[src/rtl/servo_pkg.sv]
// Shared widths, default timing/range constants, FSM encoding and the
// position-to-pulsewidth mapping for the servo slew controller.
package servo_pkg;

    localparam int PW_W         = 12;
    localparam int POS_W        = 8;
    localparam int PERIOD_DEF   = 2000;
    localparam int MIN_PW_DEF   = 100;
    localparam int PW_RANGE_DEF = 100;
    localparam int STEP_DEF     = 5;

    typedef enum logic {
        IDLE   = 1'b0,
        MOVING = 1'b1
    } state_t;

    // Out-of-range positions saturate at the top of the legal range.
    function automatic logic [PW_W-1:0] pos_to_pw(
        input logic [POS_W-1:0] pos,
        input int               min_pw,
        input int               pw_range
    );
        logic [PW_W-1:0] offset;
        offset = {{(PW_W-POS_W){1'b0}}, pos};
        if (int'(pos) > pw_range) begin
            offset = PW_W'(pw_range);
        end
        return PW_W'(min_pw) + offset;
    endfunction

endpackage

[src/rtl/servo_frame_timer.sv]
// Free-running frame counter that advances only while enabled and flags the
// last cycle of every frame.
module servo_frame_timer
    import servo_pkg::*;
#(
    parameter int PERIOD = PERIOD_DEF
) (
    input  logic clk,
    input  logic rst,
    input  logic en,
    output logic frame_tick
);

    localparam int CNT_W = $clog2(PERIOD);

    logic [CNT_W-1:0] count;

    assign frame_tick = en && (count == CNT_W'(PERIOD - 1));

    always_ff @(posedge clk or posedge rst) begin
        if (rst) begin
            count <= '0;
        end else if (en) begin
            count <= frame_tick ? '0 : count + CNT_W'(1);
        end
    end

endmodule

[src/rtl/servo_slew_ctrl.sv]
// Servo command stage: latches a position command and ramps pulsewidth toward
// it by at most STEP per frame. SERVO_SLEW_CTRL_RANGE_ERR_EN enables sticky err.
//
//   state  | meaning
//   IDLE   | pulsewidth == target, accepting commands while en
//   MOVING | stepping pulsewidth toward target on each frame_tick
module servo_slew_ctrl
    import servo_pkg::*;
#(
    parameter int PERIOD   = PERIOD_DEF,
    parameter int MIN_PW   = MIN_PW_DEF,
    parameter int PW_RANGE = PW_RANGE_DEF,
    parameter int STEP     = STEP_DEF
) (
    input  logic             clk,
    input  logic             rst,
    input  logic             en,
    input  logic             cmd_valid,
    output logic             cmd_ready,
    input  logic [POS_W-1:0] cmd_pos,
    output logic [PW_W-1:0]  pulsewidth,
    output logic             frame_tick,
    output logic             at_target,
    output logic             err
);

    localparam logic [PW_W-1:0] CENTER = PW_W'(MIN_PW + PW_RANGE / 2);
    localparam logic [PW_W-1:0] STEP_PW = PW_W'(STEP);

    state_t          state;
    state_t          state_nxt;
    logic [PW_W-1:0] target;
    logic [PW_W-1:0] cmd_pw;
    logic [PW_W-1:0] diff;
    logic [PW_W-1:0] step_pw;
    logic            close;
    logic            hs;

    servo_frame_timer #(
        .PERIOD(PERIOD)
    ) u_frame_timer (
        .clk       (clk),
        .rst       (rst),
        .en        (en),
        .frame_tick(frame_tick)
    );

    assign hs     = cmd_valid && cmd_ready;
    assign cmd_pw = pos_to_pw(cmd_pos, MIN_PW, PW_RANGE);

    // Both operands stay inside [MIN_PW, MIN_PW+PW_RANGE], so no wrap here.
    assign diff    = (target >= pulsewidth) ? (target - pulsewidth) : (pulsewidth - target);
    assign close   = (diff <= STEP_PW);
    assign step_pw = close                 ? target :
                     (target > pulsewidth) ? pulsewidth + STEP_PW :
                                             pulsewidth - STEP_PW;

    always_ff @(posedge clk or posedge rst) begin
        if (rst) begin
            state <= IDLE;
        end else begin
            state <= state_nxt;
        end
    end

    always_comb begin
        state_nxt = state;
        case (state)
            IDLE: begin
                if (hs && (cmd_pw != pulsewidth)) begin
                    state_nxt = MOVING;
                end
            end
            MOVING: begin
                if (frame_tick && close) begin
                    state_nxt = IDLE;
                end
            end
            default: state_nxt = IDLE;
        endcase
    end

    always_comb begin
        cmd_ready = 1'b0;
        at_target = 1'b0;
        case (state)
            IDLE: begin
                cmd_ready = en;
                at_target = 1'b1;
            end
            MOVING: begin
                cmd_ready = 1'b0;
                at_target = 1'b0;
            end
            default: begin
                cmd_ready = 1'b0;
                at_target = 1'b0;
            end
        endcase
    end

    // frame_tick and hs are already gated by en, so en=0 freezes everything.
    always_ff @(posedge clk or posedge rst) begin
        if (rst) begin
            target     <= CENTER;
            pulsewidth <= CENTER;
        end else begin
            if (hs) begin
                target <= cmd_pw;
            end
            if ((state == MOVING) && frame_tick) begin
                pulsewidth <= step_pw;
            end
        end
    end

`ifdef SERVO_SLEW_CTRL_RANGE_ERR_EN
    always_ff @(posedge clk or posedge rst) begin
        if (rst) begin
            err <= 1'b0;
        end else if (hs && (int'(cmd_pos) > PW_RANGE)) begin
            err <= 1'b1;
        end
    end
`else
    assign err = 1'b0;
`endif

endmodule

[config.mk]
export PLATFORM = sky130hd
export DESIGN_NAME = servo_slew_ctrl
export DESIGN_NICKNAME = d
export VERILOG_FILES = /design/src/rtl/servo_pkg.sv /design/src/rtl/servo_frame_timer.sv /design/src/rtl/servo_slew_ctrl.sv
export SDC_FILE = /design/constraint.sdc
export NUM_CORES = 1
export LEC_CHECK = 0
export ABC_AREA = 1
export CAP_MARGIN = 20
export CORE_ASPECT_RATIO = 0.5
export CORE_MARGIN = 5
export CORE_UTILIZATION = 45
export DETAILED_ROUTE_END_ITERATION = 8
export PLACE_DENSITY = 0.68
export SYNTH_ARGS = -nofsm -noshare
export SYNTH_HDL_FRONTEND = slang
export SYNTH_SLANG_ARGS = --single-unit
export TNS_END_PERCENT = 5
[constraint.sdc]
create_clock -name clk -period 4.6 [get_ports clk]
set_input_delay 1.15 -clock clk [delete_from_list [all_inputs] [get_ports clk]]
set_output_delay 1.15 -clock clk [all_outputs]
set_load 0.02 [all_outputs]
Word-level counts from Yosys, hierarchy flattened
Index checks and enable logic that the tools add are counted.
{"block": "op_classes", "n_lt_le_gt_ge": 4, "div": 0, "n_mul": 0, "n_shift": 0, "reduce_logical": 5, "eq_ne": 2, "n_mux": 10, "n_bitwise": 1, "addsub": 6}
{"operator": "$mux 12", "count": 3}
{"operator": "$sub 12x12->12", "count": 2}
{"operator": "$add 12x3->12 const B", "count": 1}
{"operator": "$add 7x12->12 const A", "count": 1}
{"operator": "$ge 12x12->1", "count": 1}
{"operator": "$gt 12x12->1", "count": 1}
{"operator": "$le 12x3->1 const B", "count": 1}
{"operator": "$ne 12x12->1", "count": 1}
{"operator": "$sub 12x3->12 const B", "count": 1}
{"operator": "$add 11x1->11 const B", "count": 1}
{"operator": "$eq 11x11->1 const B", "count": 1}
{"operator": "$mux 11", "count": 1}
{"operator": "$gt 8x7->1 const B", "count": 1}
{"operator": "$mux 8", "count": 1}
{"operator": "$pmux 1 s2", "count": 3}
{"operator": "$logic_and 1x1->1", "count": 5}
{"operator": "$mux 1", "count": 2}
{"operator": "$not 1->1", "count": 1}
{"block": "totals", "ram_bits": 0, "latch_bits": 0, "memories": 0, "romBits": 0, "elab_cells": 32, "reg_bits": 36, "inputBits": 12}

Logic depth before layout (Yosys ltp)
{"block": "depth", "depth_word": 7, "ltp_mapped": 20, "depth_no_buf": 19}

Cells and area by module
Synthesis repeated with hierarchy kept, for this count alone.
{"block": "hier_totals", "cells_unflattened": 590, "hier_area_um2": 3662.3}
{"mod": "servo_slew_ctrl", "area_per_inst_um2": 3019.1, "seq_area_each_um2": 560.5, "n_inst": 1, "cells_each": 507}
{"mod": "servo_frame_timer", "area_per_inst_um2": 643.1, "seq_area_each_um2": 275.3, "n_inst": 1, "cells_each": 83}

Worst setup path before layout
Ideal clock, no wire load.
{"block": "synth_path", "path_kind": "register to register", "from": "register pulsewidth[1]", "to": "register pulsewidth[11]", "required_ns": 4.473, "arrival_ns": 3.266, "stages_incl_launch_ff": 17, "n_path_buf": 0, "period_less_slack_ns": 3.393, "slack_ns": 1.207, "setup_time_ns": 0.127, "path_cell_list": "dfstp_2 > inv_1 > fa_1 > nand3_1 > nand3_1 > nand3_1 > nand3_2 > nand2_1 > inv_1 > ha_1 > a21oi_1 > nand2_1 > a21oi_1 > o21ai_0 > a21boi_0 > xor2_1 > o21ai_0"}
{"block": "synth_between", "elab_chain_len": 4}
{"element": "start, declared", "line": "servo_slew_ctrl.sv:21", "rtl": "output logic [PW_W-1:0] pulsewidth,"}
{"element": "start signal, assigned", "line": "servo_slew_ctrl.sv:112", "rtl": "pulsewidth <= step_pw;"}
{"element": "$sub 12x12->12 / $ge 12x12->1 (equally long branches)", "line": "servo_slew_ctrl.sv:52", "rtl": "assign diff = (target >= pulsewidth) ? (target - pulsewidth) : (pulsewidth - target);"}
{"element": "$mux 12", "line": "servo_slew_ctrl.sv:52"}
{"element": "$le 12x3->1", "line": "servo_slew_ctrl.sv:53", "rtl": "assign close = (diff <= STEP_PW);"}
{"element": "$mux 12 (*)", "line": "servo_slew_ctrl.sv:54", "rtl": "assign step_pw = close ? target :"}
Mark *: on every way between the ends. The rest lies on a longest branch, timed or not.
A chain may end at the register's enable or synchronous reset.

Worst setup path after layout
{"block": "layout_path", "from": "input en", "to": "output frame_tick"}
{"block": "layout_between", "elab_chain_len": 1}
{"element": "start, declared", "line": "servo_slew_ctrl.sv:17", "rtl": "input logic en,"}
{"element": "$logic_and 1x1->1", "line": "servo_frame_timer.sv:18", "rtl": "assign frame_tick = en && (count == CNT_W'(PERIOD - 1));"}
{"element": "end, declared", "line": "servo_slew_ctrl.sv:22", "rtl": "output logic frame_tick,"}
No other way between the ends.

==> impl_results.md <==
- RSZ-0062 raised after global routing: false
- Final worst path period need: 4250 ps
- Crit-path cells: clkdlybuf4s50_1 -> inv_1 -> nor3_1 -> nand3_1 -> inv_1 -> clkdlybuf4s50_1
- H-tree levels: 2
- Core Box Area: 0.00751 mm2
- Pwr Density: roughly 360 mW/mm2
- Worst Path Required: 3450 ps
- Fin nets: 633
- Arr. time, crit path: 3100 ps
- Post-synth EDFFs: 0
- Drt initial violations: 282
- Final worst-path cycle share: 92.5%
- DR WL/cell: 13.0 um
- CTS clk-pin slew, worst paths: 50 ps
- Post-CTS setup repair buffer count: 0
- 1st-pass router iterations: 5
- Worst reg-to-reg setup slack: 740 ps
- Switching fraction of total power: a little over two fifths
- DP Wirelength: 7.41 mm
- CTS tree: done
- Top_reg_cell synth: dfrtp_1
- CTS Hold Buffers Added: 0
- First-pass GRT wire length: 15.5 mm
- Max Root-Sink Buffers: 2
- Yosys cell types: 34
- Endpoint class of the critical path: output port
- Status: finished clean
- Vias per inst: approximately 5.0
- Initial Util: ~47%
- Io pins: 28
- Final hold viol count: 0
- Critical path's slowest cell: clkdlybuf4s50_1
- Clock root cell: clkbuf_16
- Flip-flop and latch count after synthesis: 33
- Ant. Diodes: 0
- CTS Sinks: 33
- P_sw: 0.000639 W
- Synthesized cell area: 0.00356 mm2
- Num rows: 22
- DRC viols: 0
- Layout cell share with drive strength beyond 1: 8.66%
- GR Util All Layers: about a fifth
- Sequential Power Share: 27.1%
- FMAX: 235 MHz
- Worst skew pair latency: about 270 ps
- RR Startpoint: pulsewidth[1]
- Critical Path Max Stage Delay: 620 ps
- Finish-stage setup viols: 0
- Setup TNS: 0 ps
- Die Height: about 73 um
- Die W: 136 um
- Post-synthesis cell count: 562
- Power Internal: 0.000831 W
- Fin. max-slew vios: 0
- R2r worst-path depth: 16
- Post-synthesis async set-or-reset flop share: 100%
- Leakage: between 2 and 2.5 nW
- Pin count of the biggest net entering global routing: 34
- GP Congestion: 0.899
- DRT Wirelength: 9.07 mm
- DR vias: roughly 3500
- Comb pwr share: between 40 and 50%
- Worst-path fanout max: 6
- Reg-to-Reg End: pulsewidth[11]
- FF+latch area: 836 um2
- Antenna violations before repair: 0
- Post-route ant nets: 0
- Synth warnings: 0
- Total Power: 0.00147 W
- Clk network pwr share: about a quarter
- Multi-input logic area: 0.00234 mm2
- Max VDD drop: 0.230 mV
- Fin Clk Skew: 3.15 ps
- Max Cap Viol: 0
- Mean Syn Cell Area: 6.33 um2
- Post-Syn Nets: 607
- Hold WC Path Type: register to register
- Vias in the first global route: 3236
- Die area: 0.00989 mm2
- Critical Path End: frame_tick
- Number of I/O port buffers: 26
- Fill cell count: 747
- CP Launch Type: primary input
- Post-CTS Resized: 0
- TritonCTS buffer count: 5
- Total grt overflow: 0
- Register area share after synthesis: 23.5%
- Syn-to-layout area delta: 14.1%
- Start point of the critical path: en
- CP Class: primary input to output port
[metrics by stage]
| stage | util [%] | area, um2 | hold WS, ps | cells | worst slack (ps) |
|---|---|---|---|---|---|
| 2_1_floorplan | - | 3560 | 462 | 562 | 1210 |
| 4_1_cts | 54.0 | 4060 | 501 | 697 | 346 |
| 6_report | 54.0 | 4060 | 501 | 697 | 346 |
| 3_5_place_dp | 51.9 | 3900 | 487 | 689 | 359 |
| 3_3_place_gp | 51.9 | 3900 | 489 | 689 | 442 |
| 5_1_grt | 54.0 | 4060 | 518 | 697 | 199 |
[how the worst min path moves through the flow]
| stage | from | to | cells past startpoint |
|---|---|---|---|
| after global placement | target[2] | target[2] | 2 |
| after global routing | target[4] | target[4] | 2 |
| after CTS | target[8] | target[8] | 2 |
| after floorplan | target[8] | target[8] | 2 |
| after detailed placement | target[8] | target[8] | 2 |
| final | target[8] | target[8] | 2 |
[cell type report]
type / instances / share of cell area (%)
multi-input cells: 435 / 57.6
flip-flops and latches: 33 / 20.6
inverters: 85 / 7.86
repair buffers: 28 / 6.78
clock buffers: 7 / 3.76
well taps: 108 / 3.33
clock inverters: 1 / 0.123
[routing by layer]
metal / vias up / GRT usage, % / routed length (um)
met3: 5 / 2.82 / 310
met5: - / 0 / 0
met4: 0 / 3.69 / 46
li1: 1851 / - / -
met2: 58 / 31.7 / 4030
met1: 1575 / 27.8 / 4680
[cells by family (layout without fill, tap and decap cells)]
logic type	count (synthesis)	count (layout)	synth area share, %
buffers and inverters	94	121	10.9
adders and majority gates	33	33	12.2
and+or+nand+nor	331	331	41.0
other	1	1	0.105
AOI/OAI and AO/OA	54	54	8.33
DFF	33	33	23.5
xor gates and xnor gates	16	16	3.94
[placed cells by master, fill, tap and decap left out, drive strengths merged]
cell / count
xor2: 9
clkdlybuf4s50: 26
and2: 1
xnor2: 7
inv: 85
nor3b: 1
o21ai: 26
a21oi: 24
conb: 1
nand2: 187
buf: 2
fa: 3
or2: 1
nand4: 14
nor3: 6
dfstp: 8
ha: 30
a311oi: 1
dfrtp: 25
a211oi: 1
clkbuf: 7
a21boi: 2
clkinv: 1
nand3: 71
nor2: 50
[synthesized netlist by cell type (all sizes together) (2+ instances only)]
cell | n | area (um2)
a21boi | 2 | 15.0
a21oi | 24 | 120
buf | 8 | 63.8
dfrtp | 25 | 626
dfstp | 8 | 210
fa | 3 | 60.1
ha | 30 | 375
inv | 85 | 319
nand2 | 187 | 749
nand3 | 71 | 370
nand4 | 14 | 87.6
nor2 | 50 | 203
nor3 | 6 | 30.0
o21ai | 26 | 145
xnor2 | 7 | 61.3
xor2 | 9 | 78.8
[flip-flops by register name (all words and copies together), names as in the netlist]
register	flops
state	1
target	9
pulsewidth	12
u_frame_timer.count	11
[power groups by stage]
stage / Combinational [W] / Clock (W) / Sequential (W)
final: 0.000727 / 0.000345 / 0.000398
after global routing: 0.000823 / 0.000370 / 0.000405
after CTS: 0.000724 / 0.000352 / 0.000397
after detailed placement: 0.000721 / 0 / 0.000401
after global placement: 0.000714 / 0 / 0.000400
after floorplan: 0.000574 / 0 / 0.000389
[worst max-delay path: cells and delay by family]
family	cells	cell delay, ps
simple gates	2	480
buf+inv	4	1470
Power figures use the tool's default switching activity.
